## config.mk

```make
export PLATFORM = sky130hd
export DESIGN_NAME = fp_to_int_converter
export DESIGN_NICKNAME = d
export VERILOG_FILES = /design/src/rtl/fp_to_int_converter.sv
export SDC_FILE = /design/constraint.sdc
export NUM_CORES = 1
export LEC_CHECK = 0
export CAP_MARGIN = 30
export CORE_ASPECT_RATIO = 0.5
export CORE_MARGIN = 4
export CORE_UTILIZATION = 40
export CTS_CLUSTER_DIAMETER = 60
export CTS_CLUSTER_SIZE = 25
export DETAILED_ROUTE_END_ITERATION = 8
export GPL_TIMING_DRIVEN = 1
export PLACE_DENSITY_LB_ADDON = 0.08
export RECOVER_POWER = 25
export SKIP_CTS_REPAIR_TIMING = 1
export SLEW_MARGIN = 10
export SYNTH_ARGS = -nofsm -noshare
export SYNTH_HDL_FRONTEND = slang
export SYNTH_SLANG_ARGS = --single-unit
```

## constraint.sdc

```tcl
create_clock -name clk -period 8.6 [get_ports clk]
set_clock_uncertainty 0.1 [all_clocks]
set_input_delay 1.72 -clock clk [delete_from_list [all_inputs] [get_ports clk]]
set_output_delay 1.72 -clock clk [all_outputs]
set_load 0.005 [all_outputs]
```

## src/rtl/fp_to_int_converter.sv

```systemverilog
// fp_to_int_converter: IEEE-754 binary32 to int32/uint32 conversion.
// One request at a time: IDLE -> ALIGN -> ROUND -> DONE -> IDLE, with
// result and flags held in DONE until the consumer takes them.
module fp_to_int_converter (
   input  logic        clk,
   input  logic        rst_n,
   input  logic        in_valid,
   output logic        in_ready,
   input  logic [31:0] fp_in,
   input  logic [2:0]  r_mode,
   input  logic        is_unsigned,
   output logic        out_valid,
   input  logic        out_ready,
   output logic [31:0] int_out,
   output logic        invalid,
   output logic        inexact
);

   typedef enum logic [1:0] {
      ST_IDLE  = 2'd0,
      ST_ALIGN = 2'd1,
      ST_ROUND = 2'd2,
      ST_DONE  = 2'd3
   } state_t;

   // Encodings 101..111 are not listed here and fall through to truncation.
   typedef enum logic [2:0] {
      RM_RNE = 3'b000,
      RM_RTZ = 3'b001,
      RM_RDN = 3'b010,
      RM_RUP = 3'b011,
      RM_RMM = 3'b100
   } rmode_t;

   state_t state, state_next;

   // Latched request
   logic [31:0] op_fp;
   logic [2:0]  op_mode;
   logic        op_uns;

   // ALIGN results (combinational) and their registered copies
   logic [7:0]  a_exp;
   logic [23:0] a_mant;
   logic [7:0]  a_rsh;
   logic [57:0] a_ext;
   logic [31:0] a_mag;
   logic        a_g, a_r, a_s;
   logic        a_big, a_nan, a_inf;

   logic        al_sign;
   logic [31:0] al_mag;
   logic        al_g, al_r, al_s;
   logic        al_big, al_nan, al_inf;

   // ROUND results (combinational)
   rmode_t      rnd_mode;
   logic        rnd_gx;
   logic        rnd_incr;
   logic [32:0] rnd_mag;
   logic        rnd_ovf;
   logic [31:0] rnd_res;
   logic        rnd_inv;
   logic        rnd_inx;

   // State register; reset aborts any conversion in flight
   always_ff @(posedge clk or negedge rst_n) begin
      if (!rst_n) begin
         state <= ST_IDLE;
      end else begin
         state <= state_next;
      end
   end

   // Next-state and handshake outputs
   always_comb begin
      state_next = state;
      in_ready   = 1'b0;
      out_valid  = 1'b0;
      case (state)
         ST_IDLE: begin
            in_ready = 1'b1;
            if (in_valid) begin
               state_next = ST_ALIGN;
            end
         end
         ST_ALIGN: begin
            state_next = ST_ROUND;
         end
         ST_ROUND: begin
            state_next = ST_DONE;
         end
         ST_DONE: begin
            out_valid = 1'b1;
            if (out_ready) begin
               state_next = ST_IDLE;
            end
         end
         default: begin
            state_next = ST_IDLE;
         end
      endcase
   end

   // Request capture; inputs are only sampled on the accepting edge
   always_ff @(posedge clk or negedge rst_n) begin
      if (!rst_n) begin
         op_fp   <= '0;
         op_mode <= '0;
         op_uns  <= 1'b0;
      end else if (state == ST_IDLE && in_valid) begin
         op_fp   <= fp_in;
         op_mode <= r_mode;
         op_uns  <= is_unsigned;
      end
   end

   // Unpack and shift the significand into integer part plus guard/round/sticky
   always_comb begin
      a_exp  = op_fp[30:23];
      a_mant = {(a_exp != 8'd0), op_fp[22:0]};
      a_rsh  = '0;
      a_ext  = '0;
      a_mag  = '0;
      a_g    = 1'b0;
      a_r    = 1'b0;
      a_s    = 1'b0;
      a_big  = 1'b0;
      a_nan  = 1'b0;
      a_inf  = 1'b0;
      if (a_exp == 8'hFF) begin
         a_nan = (op_fp[22:0] != 23'd0);
         a_inf = (op_fp[22:0] == 23'd0);
      end else if (a_exp >= 8'd159) begin
         // Unbiased exponent >= 32: magnitude is at least 2^32
         a_big = 1'b1;
      end else if (a_exp >= 8'd150) begin
         a_mag = {8'd0, a_mant} << (a_exp - 8'd150);
      end else begin
         a_rsh = 8'd150 - a_exp;
         if (a_rsh >= 8'd34) begin
            a_s = (a_mant != 24'd0);
         end else begin
            // 34 zero bits below the significand keep every shifted-out bit
            a_ext = {a_mant, 34'd0} >> a_rsh;
            a_mag = {8'd0, a_ext[57:34]};
            a_g   = a_ext[33];
            a_r   = a_ext[32];
            a_s   = |a_ext[31:0];
         end
      end
   end

   // ALIGN stage register
   always_ff @(posedge clk or negedge rst_n) begin
      if (!rst_n) begin
         al_sign <= 1'b0;
         al_mag  <= '0;
         al_g    <= 1'b0;
         al_r    <= 1'b0;
         al_s    <= 1'b0;
         al_big  <= 1'b0;
         al_nan  <= 1'b0;
         al_inf  <= 1'b0;
      end else if (state == ST_ALIGN) begin
         al_sign <= op_fp[31];
         al_mag  <= a_mag;
         al_g    <= a_g;
         al_r    <= a_r;
         al_s    <= a_s;
         al_big  <= a_big;
         al_nan  <= a_nan;
         al_inf  <= a_inf;
      end
   end

   // Round the magnitude, range-check it 33 bits wide, then apply sign or saturate
   always_comb begin
      rnd_mode = rmode_t'(op_mode);
      rnd_gx   = al_g | al_r | al_s;
      rnd_incr = 1'b0;
      case (rnd_mode)
         RM_RNE:  rnd_incr = al_g & (al_r | al_s | al_mag[0]);
         RM_RTZ:  rnd_incr = 1'b0;
         RM_RDN:  rnd_incr = al_sign & rnd_gx;
         RM_RUP:  rnd_incr = ~al_sign & rnd_gx;
         RM_RMM:  rnd_incr = al_g;
         default: rnd_incr = 1'b0;
      endcase
      rnd_mag = {1'b0, al_mag} + {32'd0, rnd_incr};

      if (al_big) begin
         rnd_ovf = 1'b1;
      end else if (!op_uns) begin
         rnd_ovf = al_sign ? (rnd_mag > 33'h0_8000_0000) : (rnd_mag > 33'h0_7FFF_FFFF);
      end else begin
         rnd_ovf = al_sign ? (rnd_mag != 33'd0) : rnd_mag[32];
      end

      rnd_res = (al_sign && !op_uns) ? (~rnd_mag[31:0] + 32'd1) : rnd_mag[31:0];
      rnd_inv = 1'b0;
      rnd_inx = rnd_gx;

      if (al_nan) begin
         rnd_res = op_uns ? 32'hFFFF_FFFF : 32'h7FFF_FFFF;
         rnd_inv = 1'b1;
         rnd_inx = 1'b0;
      end else if (al_inf || rnd_ovf) begin
         if (al_sign) begin
            rnd_res = op_uns ? 32'h0000_0000 : 32'h8000_0000;
         end else begin
            rnd_res = op_uns ? 32'hFFFF_FFFF : 32'h7FFF_FFFF;
         end
         rnd_inv = 1'b1;
         rnd_inx = 1'b0;
      end
   end

   // Result registers: loaded leaving ROUND, held through DONE
   always_ff @(posedge clk or negedge rst_n) begin
      if (!rst_n) begin
         int_out <= '0;
         invalid <= 1'b0;
         inexact <= 1'b0;
      end else if (state == ST_ROUND) begin
         int_out <= rnd_res;
         invalid <= rnd_inv;
         inexact <= rnd_inx;
      end
   end

endmodule

```

==> key figures, run 1 <==
Die
  • Cell row count: 40
  • Die Ht: 120.7 um
  • IO Count: 76
  • Die width: between 200 and 250 um
  • Initial Utilization: 0.4148
  • CORE AREA: 24470 sq um
  • Overall die area: 28150 sq um

Timing
  • Max Freq: 170.7 MHz
  • Crit path time final: 5.858 ns
  • Final slew viol count: 161
  • Slew headroom: -1.254
  • Worst-margin pin slew: 3.381 ns
  • Final Hold Vio Count: 0
  • RSZ-0062 raised after global routing: false
  • # setup viols final: 0
  • Final period util: 0.6812
  • Total negative slack: 0 ns

GRT
  • Total congestion overflow: 0
  • Initial antenna violation count: 0
  • Vias in the first global route: 8698
  • GR Util All Layers: 0.2369
  • First-pass GRT wire length: 52490 um
  • Largest net degree at the start of global routing: 65

Synthesis
  • Synth top area share: 0.2736
  • Mean Syn Cell Area: between 8 and 9 sq um
  • FFs w/ async S/R, synth: 1.000
  • Synth top area cells: dfrtp_1, mux2_2, nand2_1
  • Yosys warns: 0
  • Register area share after synthesis: 0.2736
  • Biggest area consumer among synthesized cells: dfrtp_1
  • Most frequent cells after synthesis: nand2_1, dfrtp_1, a21oi_1
  • Number of synthesized flops with an enable pin: 0
  • Syn nets: 1292
  • Netlist cell types: 85
  • Mapped cell area: slightly above 10000 sq um
  • Syn Inst Count: 1238
  • Most common cell in the netlist: nand2_1
  • Main synth FF type: dfrtp_1
  • Synth Register Bits: 111

Setup path
  • Crit end category: flop
  • Startpoint Class: flop
  • WP data arrival: 6.00 ns
  • Worst-path maximum fanout: 64
  • Crit Path Class: reg2reg
  • Worst EP required: 8.74 ns

Run
  • Max-cap check violation count: 3

Drt
  • Drt wl/cell: 20.96 um
  • Via-per-instance ratio: just over 6
  • Routed Antenna Nets: 0
  • DR iter-0 viols: 867
  • DRC: 0
  • Routed Wire Length: 33140 um
  • DRT Pass-1 Iters: 5
  • Routed vias: between 9000 and 10000

Final layout
  • Post-layout instance area: about 11000 sq um
  • Final core utilization: 0.4651
  • Nets: 1294
  • Ant diodes: 0
  • Area growth from synthesis to layout: 12.13%
  • Fraction of layout cells with a size suffix above 1: 0.1141

Placement
  • Placer congestion estimate: 0.9937
  • # port buffers: 75
  • DP HPWL: 24950 um
  • Placed cell area: 11040 sq um

Clock network
  • CTS tree: done
  • H-Tree Depth: 3
  • Clock transition at path regs: 0.08 ns
  • Clock Tree Buf Depth: 2
  • CTS root buffer: clkbuf_16
  • Skew-Pair Late Insertion Delay: 0.39 ns
  • Number of buffers created by CTS: 9
  • # clock sinks: approximately 110

Hold path
  • Hold Crit Class: reg2reg

Run status
  • Status: complete, but fails checks
  • Failing checks: max-capacitance violations, max-slew violations
registers in the layout, indices dropped and copies added (netlist names):
| signal | flops |
|---|---|
| al_mag | 32 |
| int_out | 32 |
| op_fp | 32 |
| op_mode | 3 |
| state | 2 |
| al_big | 1 |
| al_g | 1 |
| al_inf | 1 |
| al_nan | 1 |
| al_r | 1 |
| al_s | 1 |
| al_sign | 1 |
| inexact | 1 |
| invalid | 1 |
| op_uns | 1 |
area by class of cell:
cell class / instances / area (sq um)
clock buffers: 10 / 239.0
clock inverters: 6 / 102.6
fillers: 2402 / 13090
inverters: 33 / 123.9
multi-input cells: 989 / 6809
flip-flops and latches: 111 / 2779
well taps: 336 / 420.4
repair buffers: 96 / 909.6
kinds of logic after synthesis:
| logic type | count (synthesis) | synth area share |
|---|---|---|
| xor gates and xnor gates | 60 | 0.05176 |
| and+or+nand+nor | 445 | 0.2197 |
| DFF | 111 | 0.2736 |
| adders and majority gates | 14 | 0.01725 |
| AOI/OAI and AO/OA | 343 | 0.2206 |
| muxes | 127 | 0.1587 |
| buffers and inverters | 138 | 0.05829 |
per-stage QoR:
stage,hold slack [ns],instances,setup slack [ns]
5_1_grt,0.4500,1581,2.348
3_5_place_dp,0.4067,1564,3.214
2_1_floorplan,0.3444,1238,4.299
4_1_cts,0.4266,1580,3.182
6_report,0.4217,1581,2.742
3_3_place_gp,0.3963,1561,2.760
cell usage in the layout, fill, tap and decap left out, drive strengths merged, types with 11 or more instances in the layout:
master	n
o31ai	17
a211oi	16
clkbuf	13
dfrtp	111
mux2i	47
nor2	92
xnor2	36
nand4	15
o21ai	76
a31oi	16
ha	14
and4	11
buf	19
nand3	44
mux2	59
nor4	17
a21oi	95
inv	33
xor2	24
or3	11
mux4	21
nand2	152
and2	14
nor2b	11
nor3	30
clkdlybuf4s50	73
o2bb2ai	18
or4	12
o22ai	20
per-layer routing:
layer / wire length, um / up-vias / GRT usage
met1: 16880 / 4599 / 0.3757
met2: 13730 / 343 / 0.3297
met5: 0 / - / 0
li1: - / 4588 / -
met4: 400 / 0 / 0.04549
met3: 2120 / 23 / 0.04543
worst paths after layout:
path / from / end / slack, ns / depth (start not counted)
min in group asynchronous: rst_n / op_fp[9] / 2.35 / 1
max in group asynchronous: rst_n / op_fp[23] / 3.89 / 1
worst min register to register: int_out[23] / int_out[23] / 0.42 / 2
worst max-delay path: op_fp[23] / al_s / 2.74 / 12
worst max register to register: op_fp[23] / al_s / 2.74 / 12
worst min-delay path: int_out[23] / int_out[23] / 0.42 / 2
worst max-delay path: stages (launching register included):
cell	delay (ns)
dfrtp_2	0.36
clkbuf_1	2.25
ha_1	0.56
xor2_2	0.14
buf_4	0.39
mux4_2	0.55
mux2i_1	0.25
nand2_1	0.09
nand3_1	0.16
o311ai_0	0.16
nor4_1	0.40
a211o_1	0.18
o221ai_1	0.11
Power of run 1 is not shown: default switching activity piles up to over one toggle a cycle in this logic, so the estimate is an artifact.
==> run 2, diff against run 1 <==
==> constraint.sdc (replaced) <==
create_clock -name clk -period 5.45 [get_ports clk]
set_clock_uncertainty 0.1 [all_clocks]
set_input_delay 1.09 -clock clk [delete_from_list [all_inputs] [get_ports clk]]
set_output_delay 1.09 -clock clk [all_outputs]
set_load 0.005 [all_outputs]
==> run 2 against run 1 <==
Effect of this change:
- register-to-register slack got worse by 2.2 ns
- setup slack lost 2.2 ns
- via count up 2.0%
- first-iteration DRC count is 29% higher
- the run still ends with max-capacitance violations, max-slew violations left
- clock-buffer cell count decreased by 1
- design area hardly changed
- non-clock buffer count grew 6
- flip-flop and latch count unchanged
- maximum frequency grew 19%
==> key figures, run 2 (synthesized netlist as in run 1, its figures left out) <==
Drt
  • Routed Antenna Nets: 0
  • DRC: 0
  • DR iter-0 viols: between 1000 and 1500
  • Routed Wire Length: 33470 um
  • DRT Pass-1 Iters: 5
  • Via-per-instance ratio: 6.141
  • Routed vias: between 9000 and 10000
  • Drt wl/cell: 21.09 um

Clock network
  • CTS tree: done
  • Skew-Pair Late Insertion Delay: 0.39 ns
  • # clock sinks: 111
  • H-Tree Depth: 3
  • Number of buffers created by CTS: 9
  • Clock transition at path regs: 0.08 ns
  • Clock Tree Buf Depth: 2
  • CTS root buffer: clkbuf_16

Placement
  • Placed cell area: 11070 sq um
  • # port buffers: 75
  • Placer congestion estimate: 0.9710
  • DP HPWL: 24910 um

Timing
  • Max Freq: between 200 and 250 MHz
  • Crit path time final: 4.905 ns
  • Slew headroom: -0.7935
  • Final period util: 0.9000
  • Worst-margin pin slew: 2.690 ns
  • Final Hold Vio Count: 0
  • Final slew viol count: 51
  • RSZ-0062 raised after global routing: false
  • Total negative slack: 0 ns
  • # setup viols final: 0
  • Min Hold Slack: about 0.42 ns

GRT
  • Total congestion overflow: 0
  • Initial antenna violation count: 0
  • GR Util All Layers: 0.2361
  • Vias in the first global route: slightly below 9000
  • Largest net degree at the start of global routing: 72
  • First-pass GRT wire length: 52370 um

Setup path
  • Worst EP required: about 5.6 ns
  • Crit end category: flop
  • Worst-path maximum fanout: 32
  • WP buf/inv: 1
  • Slowest cell on the critical path: or3_1
  • Top Family by Delay on Critical Path: simple AND/OR/NAND/NOR gates
  • Crit-path cells: xnor2_1 -> nor3b_1 -> o21a_1 -> o22a_1 -> ha_1 -> ha_2 -> nand4_2 -> or3_1 -> a211oi_2 -> nand4_4 -> a2111oi_2 -> o21ba_1 -> buf_4 -> nor2b_1 -> a211oi_1
  • Startpoint Class: flop
  • Crit Path Class: reg2reg
  • Slowest stage delay, CP: ~0.54 ns
  • WP data arrival: 5.10 ns

Run status
  • Status: complete, but fails checks
  • Failing checks: max-capacitance violations, max-slew violations

Final layout
  • Most common cell after layout, fill and taps aside: nand2_1
  • Ant diodes: 0
  • Final core utilization: 0.4655
  • Most frequent cells in the layout: nand2_1, dfrtp_1, a21oi_1, nor2_1, clkdlybuf4s50_1
  • Area growth from synthesis to layout: 12.23%
  • Biggest regs: al_mag x32, int_out x32, op_fp x32
  • Fraction of layout cells with a size suffix above 1: 0.1199
  • Nets: 1300
  • Post-layout instance area: 11390 sq um

Die
  • IO Count: 76
  • CORE AREA: 24470 sq um
  • Initial Utilization: 0.4148
  • Die width: 233.3 um
  • Cell row count: 40
  • Die Ht: about 120 um
  • Overall die area: roughly 28000 sq um

Run
  • Max-cap check violation count: 1

Hold path
  • Hold Crit Class: reg2reg
-- run 2: final cells by class --
type                    count  area (sq um)
repair buffers            102         950.9
clock inverters             7         82.58
multi-input cells         989          6812
flip-flops and latches    111          2779
well taps                 336         420.4
inverters                  33         123.9
fillers                  2488         13080
clock buffers               9         225.2
-- run 2: path summary, 6_finish.rpt --
| kind | slack, ns | endpoint | cells after the start | from |
|---|---|---|---|---|
| worst max-delay path | 0.54 | int_out[29] | 15 | al_sign |
| min in group asynchronous | 0.84 | op_fp[19] | 1 | rst_n |
| max in group asynchronous | 1.11 | op_fp[23] | 2 | rst_n |
| worst min-delay path | 0.42 | int_out[18] | 2 | int_out[18] |
| worst min register to register | 0.42 | int_out[18] | 2 | int_out[18] |
| worst max register to register | 0.54 | int_out[29] | 15 | al_sign |
-- run 2: per-stage QoR --
step | instances | worst slack [ns]
floorplan | 1238 | 1.149
global placement | 1568 | 0.5132
detailed placement | 1569 | 0.3681
CTS | 1585 | 0.3287
global route | 1587 | 0.1101
finish | 1587 | 0.5449
-- run 2: tightest hold or removal path: cells and delay by family, from the launching register on --
family,cells,cell delay [ns]
simple gates,1,0.04
flops,1,0.35
compound gates,1,0.09
-- run 2: per-layer routing --
layer | routed length, um | share of wire | vias to the layer above | global-route usage
met5 | 0 | 0 | - | 0
met4 | 457 | 0.014 | 0 | 0.04325
met3 | 2188 | 0.065 | 27 | 0.04849
met2 | 13880 | 0.41 | 384 | 0.3353
met1 | 16950 | 0.51 | 4742 | 0.3678
li1 | - | - | 4592 | -
Power of run 2 is left out for the same reason.
==> run 3, diff against run 2 <==
--- a/config.mk
+++ b/config.mk
@@ -8,7 +8,7 @@
 export CAP_MARGIN = 30
 export CORE_ASPECT_RATIO = 0.5
 export CORE_MARGIN = 4
-export CORE_UTILIZATION = 40
+export CORE_UTILIZATION = 35
 export CTS_CLUSTER_DIAMETER = 60
 export CTS_CLUSTER_SIZE = 25
 export DETAILED_ROUTE_END_ITERATION = 8
==> run 3 against run 2 <==
Effect of this change:
- hold slack got worse by 0.010 ns
- non-clock buffer count grew 4
- flip-flop and latch count is the same
- first-iteration DRC count shrank 27%
- design area increased by 0.60%
- the run still ends with max-capacitance violations, max-slew violations left
- critical path depth rose by 1
- global-route usage decreased by 1.9 points
- sequential share of layout area fell by 0.15 points
- routed wire length up 3.8%
- core utilization down 5.8 points
==> key figures, run 3 (synthesized netlist as in run 1, its figures left out) <==
Drt
  • Via-per-instance ratio: a little under 6
  • Routed wl met3: 1580 um
  • DRC: 0
  • Routed vias: 9493
  • Routed Antenna Nets: 0
  • WL met2: 14260 um
  • DRT Pass-1 Iters: 5
  • DR top layer: met4
  • Drt wl/cell: 21.23 um
  • DR iter-0 viols: 818
  • Routed Wire Length: 34750 um
  • M1 WL: ~18000 um

Die
  • Cell row count: 43
  • Initial Utilization: 0.3608
  • Die width: 248.9 um
  • IO Count: 76
  • Overall die area: ~32000 sq um
  • CORE AREA: 28140 sq um
  • Die Ht: 128.4 um

Setup path
  • Crit end category: flop
  • Worst-path maximum fanout: 32
  • Crit Path Class: reg2reg
  • Startpoint Class: flop
  • Worst EP required: 5.65 ns
  • WP data arrival: 4.99 ns

Final layout
  • Ant diodes: 0
  • Biggest regs: al_mag x32, int_out x32, op_fp x32
  • Most frequent cells in the layout: nand2_1, dfrtp_1, a21oi_1, nor2_1, clkdlybuf4s50_1
  • Sequential Area: 2779 sq um
  • FILL cells: 2870
  • Nets: 1304
  • Area of the multi-input gates: 6809 sq um
  • Most common cell after layout, fill and taps aside: nand2_1
  • Fraction of layout cells with a size suffix above 1: 0.1211
  • Area growth from synthesis to layout: 12.90%

Timing
  • Total negative slack: 0 ns
  • Final slew viol count: roughly 70
  • Fin worst setup slack: about 0.66 ns
  • Slew headroom: -0.2063
  • Final period util: 0.8796
  • Crit path time final: 4.794 ns
  • RSZ-0062 raised after global routing: false
  • Final Hold Vio Count: 0
  • Max Freq: 208.6 MHz
  • # setup viols final: 0
  • Worst-margin pin slew: around 1.8 ns

Placement
  • DP HPWL: ~27000 um
  • # port buffers: between 70 and 80
  • DP Worst Slack: 0.6422 ns
  • Placer congestion estimate: 0.9223

GRT
  • Total congestion overflow: 0
  • Largest net degree at the start of global routing: 64
  • GR Util All Layers: 0.2172
  • First-pass GRT wire length: 55010 um
  • Initial antenna violation count: 0
  • Vias in the first global route: 8855

Clock network
  • Clock transition at path regs: 0.08 ns
  • Clock Tree Buf Depth: 2
  • CTS root buffer: clkbuf_16
  • Skew-Pair Late Insertion Delay: between 0.3 and 0.4 ns
  • # clock sinks: 111
  • H-Tree Depth: 3
  • CTS tree: done
  • Number of buffers created by CTS: 9

Run
  • Max-cap check violation count: 2

Run status
  • Failing checks: max-capacitance violations, max-slew violations
  • Status: complete, but fails checks

Hold path
  • Hold Crit Class: reg2reg
[run 3: cell types whose count changed in the layout (fill, tap and decap cells not counted), sizes merged]
cell,before,now
clkbuf,11,14
buf,26,28
bufinv,1,0
clkinv,5,4
clkinvlp,0,1
[run 3: path summary, 6_finish.rpt]
| check | startpoint | end | slack [ns] | cells after the start |
|---|---|---|---|---|
| worst max-delay path | al_sign | int_out[29] | 0.66 | 16 |
| worst min-delay path | al_big | al_big | 0.41 | 1 |
| worst max register to register | al_sign | int_out[29] | 0.66 | 16 |
| worst min register to register | al_big | al_big | 0.41 | 1 |
| max in group asynchronous | rst_n | al_mag[24] | 1.81 | 2 |
| min in group asynchronous | rst_n | op_fp[22] | 1.08 | 1 |
[run 3: through the flow]
step,hold slack [ns],instances,area (sq um),util
2_1_floorplan,0.3444,1238,10150,-
3_3_place_gp,0.3941,1617,11140,0.3959
3_5_place_dp,0.3923,1620,11170,0.3971
4_1_cts,0.4121,1636,11470,0.4075
5_1_grt,0.4330,1637,11460,0.4074
6_report,0.4098,1637,11460,0.4074
[run 3: final cells by class]
cell class / count / area share
Clock buffer: 10 / 0.02085
Multi-Input combinational cell: 989 / 0.5940
Timing Repair Buffer: 106 / 0.08558
Inverter: 33 / 0.01081
Clock inverter: 6 / 0.004585
Sequential cell: 111 / 0.2424
Tap cell: 382 / 0.04170
[run 3: worst max-delay path, stage by stage (launching register included)]
cell and delay, ns:
dfrtp_1 0.45, xnor2_1 0.16, nor3b_1 0.23, o21a_1 0.16, o22a_1 0.16, ha_1 0.29, ha_1 0.57, nand4_2 0.13
buf_4 0.23, or3_1 0.40, a211oi_2 0.41, nand4_4 0.21, a2111oi_2 0.34, o21ba_1 0.23, buf_4 0.32, nor2b_1 0.11
a211oi_1 0.21
[run 3: routing by layer]
metal | up-vias | track usage
met5 | - | 0
met4 | 0 | 0.04349
met3 | 26 | 0.03959
met2 | 239 | 0.3144
met1 | 4620 | 0.3370
li1 | 4608 | -
Power of run 3 is left out for the same reason.
